$ cat src/rtl/pattern_pulse_generator.sv
// Serial pattern pulse generator: plays a WIDTH-bit shadow pattern one bit per clock.
// Optional PULSE_POLARITY_EN adds an invert input controlling output polarity.
`timescale 1ns/1ps
module pattern_pulse_generator #(
  parameter int unsigned WIDTH = 16,
  parameter int unsigned CNT_W = 8
) (
  input  logic             CLK,
  input  logic             RST,
  input  logic [WIDTH-1:0] Q_in,
  input  logic             load,
  input  logic             start,
  input  logic             stop,
  input  logic             mode,
  input  logic             dir,
  input  logic [CNT_W-1:0] repeat_cnt,
`ifdef PULSE_POLARITY_EN
  input  logic             invert,
`endif
  output logic             Q_out,
  output logic             busy,
  output logic             done
);

  localparam int unsigned BitW = (WIDTH > 2) ? $clog2(WIDTH) : 1;
  localparam logic [BitW-1:0] LastBit = BitW'(WIDTH - 1);

  typedef enum logic {StIdle, StRun} state_e;

  state_e           state_q, state_d;
  logic [WIDTH-1:0] shadow_q, shadow_d;
  logic [WIDTH-1:0] work_q, work_d;
  logic [BitW-1:0]  bit_cnt_q, bit_cnt_d;
  logic [CNT_W-1:0] per_cnt_q, per_cnt_d;
  logic [CNT_W-1:0] rep_q, rep_d;
  logic             mode_q, mode_d;
  logic             dir_q, dir_d;
  logic             done_q, done_d;
  logic             sel_bit;
`ifdef PULSE_POLARITY_EN
  logic             inv_q, inv_d;
`endif

  always_comb begin
    state_d   = state_q;
    shadow_d  = shadow_q;
    work_d    = work_q;
    bit_cnt_d = bit_cnt_q;
    per_cnt_d = per_cnt_q;
    rep_d     = rep_q;
    mode_d    = mode_q;
    dir_d     = dir_q;
    done_d    = 1'b0;
`ifdef PULSE_POLARITY_EN
    inv_d     = inv_q;
`endif
    if (load) begin
      shadow_d = Q_in;
      work_d   = Q_in;
      state_d  = StIdle;
    end else if (stop) begin
      state_d = StIdle;
    end else if (start && (state_q == StIdle)) begin
      work_d    = shadow_q;
      bit_cnt_d = '0;
      per_cnt_d = '0;
      mode_d    = mode;
      dir_d     = dir;
      // A zero repeat count behaves as a single period.
      rep_d     = (repeat_cnt == '0) ? CNT_W'(1) : repeat_cnt;
`ifdef PULSE_POLARITY_EN
      inv_d     = invert;
`endif
      state_d   = StRun;
    end else if (state_q == StRun) begin
      if (dir_q) begin
        work_d = {work_q[0], work_q[WIDTH-1:1]};
      end else begin
        work_d = {work_q[WIDTH-2:0], work_q[WIDTH-1]};
      end
      bit_cnt_d = bit_cnt_q + BitW'(1);
      if (bit_cnt_q == LastBit) begin
        bit_cnt_d = '0;
        per_cnt_d = per_cnt_q + CNT_W'(1);
        if (mode_q && (per_cnt_d == rep_q)) begin
          state_d = StIdle;
          done_d  = 1'b1;
        end
      end
    end
  end

  always_ff @(posedge CLK) begin
    if (RST) begin
      state_q   <= StIdle;
      shadow_q  <= '0;
      work_q    <= '0;
      bit_cnt_q <= '0;
      per_cnt_q <= '0;
      rep_q     <= '0;
      mode_q    <= 1'b0;
      dir_q     <= 1'b0;
      done_q    <= 1'b0;
`ifdef PULSE_POLARITY_EN
      inv_q     <= 1'b0;
`endif
    end else begin
      state_q   <= state_d;
      shadow_q  <= shadow_d;
      work_q    <= work_d;
      bit_cnt_q <= bit_cnt_d;
      per_cnt_q <= per_cnt_d;
      rep_q     <= rep_d;
      mode_q    <= mode_d;
      dir_q     <= dir_d;
      done_q    <= done_d;
`ifdef PULSE_POLARITY_EN
      inv_q     <= inv_d;
`endif
    end
  end

  always_comb begin
    sel_bit = dir_q ? work_q[0] : work_q[WIDTH-1];
`ifdef PULSE_POLARITY_EN
    Q_out = (state_q == StRun) ? (sel_bit ^ inv_q) : invert;
`else
    Q_out = (state_q == StRun) ? sel_bit : 1'b0;
`endif
    busy = (state_q == StRun);
    done = done_q;
  end

endmodule

$ cat config.mk
export PLATFORM = sky130hd
export DESIGN_NAME = pattern_pulse_generator
export DESIGN_NICKNAME = d
export VERILOG_FILES = /design/src/rtl/pattern_pulse_generator.sv
export SDC_FILE = /design/constraint.sdc
export NUM_CORES = 1
export LEC_CHECK = 0
export ABC_AREA = 0
export BUFFER_PORTS_ARGS = -buffer_cell sky130_fd_sc_hd__clkbuf_2
export CORE_MARGIN = 8
export CORE_UTILIZATION = 45
export DETAILED_ROUTE_END_ITERATION = 8
export GPL_TIMING_DRIVEN = 0
export REMOVE_ABC_BUFFERS = 1
export SLEW_MARGIN = 0
export SYNTH_ARGS = -nofsm -noshare
export SYNTH_HDL_FRONTEND = slang
export SYNTH_SLANG_ARGS = --single-unit
$ cat constraint.sdc
create_clock -name CLK -period 3.6 [get_ports CLK]
set_clock_uncertainty 0.1 [all_clocks]
set_input_delay 0.72 -clock CLK [delete_from_list [all_inputs] [get_ports CLK]]
set_output_delay 0.72 -clock CLK [all_outputs]
set_load 0.05 [all_outputs]
=== Word level (Yosys, flattened, before mapping) ===
Index checks and enable logic that the tools add are counted.

* Register bits: 56
* Input port bits: 31
* Output and inout bits: 3
* Logic and storage cells: 49

* Add/subtract/negate cells: 2
* Equality and inequality tests: 3
* Mux-type cells: 19
* Bitwise gates (word level): 4
* Reductions and logical operators: 12

{| class="wikitable"
|+ Operators with widths
! operator !! number
|-
| $mux W16 || 5
|-
| $mux W8 || 4
|-
| $mux W4 || 3
|-
| $add A8 B1 Y8 const B || 1
|-
| $eq A8 B8 Y1 || 1
|-
| $logic_not A8 Y1 || 1
|-
| $mux W1 || 7
|-
| $reduce_and A3 Y1 || 2
|-
| $reduce_or A6 Y1 || 1
|-
| $add A4 B1 Y4 const B || 1
|-
| $eq A4 B4 Y1 const B || 1
|-
| $not A1 Y1 || 4
|-
| $reduce_and A4 Y1 || 1
|-
| $reduce_bool A2 Y1 || 2
|-
| $reduce_bool A3 Y1 || 1
|-
| $reduce_or A3 Y1 || 1
|-
| $logic_and A1 B1 Y1 || 2
|-
| $ne A2 B2 Y1 const B || 1
|-
| $reduce_and A2 Y1 || 1
|}

=== Logic depth before layout (Yosys ltp) ===
* Depth in word-level cells: 7
* Gate-level depth with buffers: 8
* Gate-level depth less buffers: 6

=== Least setup slack after synthesis ===
No wires, ideal clock.

* Path type: flip-flop to output port
* Start: register state_q (netlist: busy)
* End: output port Q_out
* Data arrival time: 1607 ps
* Required time: 2780 ps
* Setup slack: 1173 ps
* Cell stages (with the launch flop): 3
* Path buffers: 1
* Cell sequence: dfxtp_1 buf_2 nor2b_1

* Word-level cells in the longest chain between the ends: 1

{| class="wikitable"
|+ RTL lines
! what !! RTL line !! text
|-
| from (decl) || 30 || <nowiki>state_e state_q, state_d;</nowiki>
|-
| from (signal assigned) || 95 || <nowiki>state_q <= StIdle;</nowiki>
|-
| from (signal assigned) || 108 || <nowiki>state_q <= state_d;</nowiki>
|-
| $mux W1 || 128 || <nowiki>Q_out = (state_q == StRun) ? sel_bit : 1'b0;</nowiki>
|-
| to (decl) || 20 || <nowiki>output logic Q_out,</nowiki>
|}

No other way between the ends.

=== Worst setup path in the final report ===
* Start: register dir_q
* End: output port Q_out

* Word-level cells in the longest chain between the ends: 2

{| class="wikitable"
|+ RTL lines
! what !! RTL line !! text
|-
| from (decl) || 37 || <nowiki>logic dir_q, dir_d;</nowiki>
|-
| from (signal assigned) || 115 || <nowiki>dir_q <= dir_d;</nowiki>
|-
| $mux W1 || 124 || <nowiki>sel_bit = dir_q ? work_q[0] : work_q[WIDTH-1];</nowiki>
|-
| $mux W1 || 128 ||
|}

No other way between the ends.

==> run_results.csv <==
group,metric,value,unit
status,run_status,"finished clean",
synthesis,synthMostInstantiatedCell,"nor2_1",
power_and_ir_drop,max-vdd-ir-drop,0.176,mV
detailed_routing,drcViolationCount,0,
layout,final_util,49.5,%
die,die_outline_area,9210,um2
synthesis,synth_area_leaders,"dfxtp_1 39%, mux2i_1 12%, a211oi_1 8.3%, nor2_1 7.6%, nor3_1 4.2%",
die,floorplan.io_pins,34,
clock_network,post_cts_resized,0,
clock_network,cts_hold_buffers,0,
synthesis,ys_top_cells_by_count,"58 x nor2_1, 56 x dfxtp_1, 34 x mux2i_1",
setup_path,timing.critical_path.required,2.78,ns
placed_design,numPortBuffers,33,
setup_path,start_kind,"flip-flop",
worst_hold_path,min-delay-path-class,"reg2reg",
timing,final_critical_path_setup_slack,0.831,ns
detailed_routing,wl_per_cell,14.5,um
layout,fillerInstances,621,
die,core_area,6280,um2
layout,layout.nets,390,
synthesis,yosys_warnings,0,
die,floorplan.die.width,96.0,um
setup_path,timing.reg2reg.worst_path_depth,5,
power_and_ir_drop,leakage,1.14,nW
synthesis,most_frequently_used_flop_master_after_synthesis,"dfxtp_1",
synthesis,post-synth-top-area-cell,"dfxtp_1",
timing,max_freq,0.361,GHz
global_routing,initial_antenna_violation_count,0,
detailed_routing,route.antenna.remaining_nets,0,
clock_network,clock-root-buffer,"clkbuf_8",
synthesis,synth_async_sr_flop_share,0,%
synthesis,ys_seq_elements,56,
die,die_h,96.0,um
global_routing,global_route.overflow_total,0,
timing,setup_violations,0,
synthesis,post_synthesis_cell_area,2880,um2
clock_network,cts.htree.levels,2,
layout,storage_cell_area,1120,um2
global_routing,wire_length_of_the_first_global_routing_pass,10900,um
timing,tightest_slew,1.27,ns
placed_design,dp_worst_setup_slack,0.626,ns
synthesis,netlist-cell-type-count,40,
global_routing,maximum_number_of_pins_on_one_net_before_global_route_repair,55,
synthesis,synth_enable_flop_cells,0,
timing,grt_setup_unrepaired,"no",
timing,slew_viol_final,0,
die,start_util,45.9,%
timing,hold-worst-slack,0.374,ns
detailed_routing,drt-total-wl,6290,um
layout,area_growth_synth_to_finish,7.87,%
worst_hold_path,min_path_cells,2,
synthesis,post_synthesis_instance_total,344,
timing,slew_headroom,15.1,%
timing,final.setup.tns,0,ns
clock_network,cts_setup_buffers,0,
clock_network,clk_transition_reported_paths,0.10,ns
synthesis,sequential_area_share_after_synthesis,38.9,%
detailed_routing,via_density_per_instance,5.50,
die,floorplan.rows,29,
layout,layout-drive-gt1-share,13.7,%
global_routing,grt.total_usage,14.5,%
power_and_ir_drop,power.density,385,nW/um2
clock_network,cts_max_path_buffers,2,
synthesis,synth_top_area_share,38.9,%
synthesis,synth_area_per_cell,8.37,um2
placed_design,hpwl_after_detailed_placement,4270,um
layout,antenna_cells_inserted,0,
setup_path,critical_path_peak_fanout,18,
clock_network,cts_tree,"yes",
clock_network,clock_latency,0.31,ns
job,maxCapViolCount,0,
detailed_routing,firstDrtPassIters,6,
clock_network,cts.sinks,56,
clock_network,numCtsBuffers,5,
placed_design,finalWeightedCongestion,0.765,
detailed_routing,total_via_count_after_detailed_routing,2391,
setup_path,critical_path_class,"reg2out",
timing,timing.final.crit_period,2.77,ns
global_routing,grt_pass1_vias,2337,
setup_path,arrival_time_worst_endpoint,1.95,ns
setup_path,setup.worst_path.end_class,"primary output",
layout,multi_input_comb_area,1620,um2
detailed_routing,drt_first_iter_violations,87,
timing,final_hold_viol_count,0,
timing,period_share,76.9,%
[layer usage]
metal	GRT usage [%]	vias up	wire length, um
met2	25.4	22	3040
met1	17.4	1121	3040
li1	-	1244	-
met3	3.20	4	170
met5	0	-	0
met4	3.84	0	43
[flip-flops by register name, summed over array words and instances, names as in the netlist]
signal / flops
rep_q: 8
dir_q: 1
shadow_q: 16
mode_q: 1
bit_cnt_q: 4
work_q: 16
per_cnt_q: 8
done: 1
busy: 1
[area by class of cell]
class,instances,area share (%)
well taps,77,3.10
clock buffers,7,2.78
inverters,2,0.242
flip-flops and latches,56,36.1
clock inverters,1,0.242
multi-input cells,259,52.2
repair buffers,33,5.32
[metrics by stage]
step | instances | power, mW | area (um2)
floorplan | 317 | 0.780 | 2750
global placement | 427 | 0.845 | 3010
detailed placement | 427 | 0.847 | 3010
CTS | 435 | 1.21 | 3100
global route | 435 | 1.26 | 3110
finish | 435 | 1.20 | 3110
[cell families (layout without fill, tap and decap cells)]
logic type	count (synthesis)	in the layout	synth area share, %
xor gates and xnor gates	11	11	3.35
AOI/OAI and AO/OA	72	72	17.0
muxes	35	35	12.2
adders and majority gates	2	2	0.869
DFF	56	56	38.9
buffers and inverters	29	43	4.82
and+or+nand+nor	139	139	22.8
[worst paths after layout]
path	start	end	slack (ns)
hold / removal	rep_q[1]	rep_q[1]	0.37
setup / recovery	dir_q	Q_out	0.83
hold reg to reg	rep_q[1]	rep_q[1]	0.37
setup reg to reg	busy	per_cnt_q[3]	1.29
[cells in the final DEF, fill, tap and decap left out, types with 3 or more instances in the layout]
cell | synthesis | layout
a31oi_1 | 3 | 3
a211oi_1 | 32 | 32
clkbuf_8 | 0 | 6
o31ai_1 | 4 | 4
nor2_1 | 58 | 58
clkbuf_2 | 0 | 33
nand2_1 | 28 | 28
nor3_1 | 24 | 24
o21ai_0 | 11 | 11
xnor2_1 | 6 | 6
a21oi_1 | 16 | 16
xor2_1 | 5 | 5
dfxtp_1 | 56 | 56
mux2i_1 | 34 | 34
nand3_1 | 7 | 7
nor2b_1 | 3 | 3
[where the power goes]
group          leakage (nW)  internal [mW]  switching, mW  total [mW]
combinational         0.634         0.0663         0.0888       0.155
sequential            0.459          0.651         0.0259       0.676
clock                0.0445          0.157          0.208       0.365
total                  1.14          0.874          0.323        1.20
[critical path, stage by stage (launching register included)]
cell and delay, ns:
dfxtp_1 1.00, mux2i_1 0.17, nor2b_1 0.17, clkbuf_2 0.29
Power figures use the tool's default switching activity.
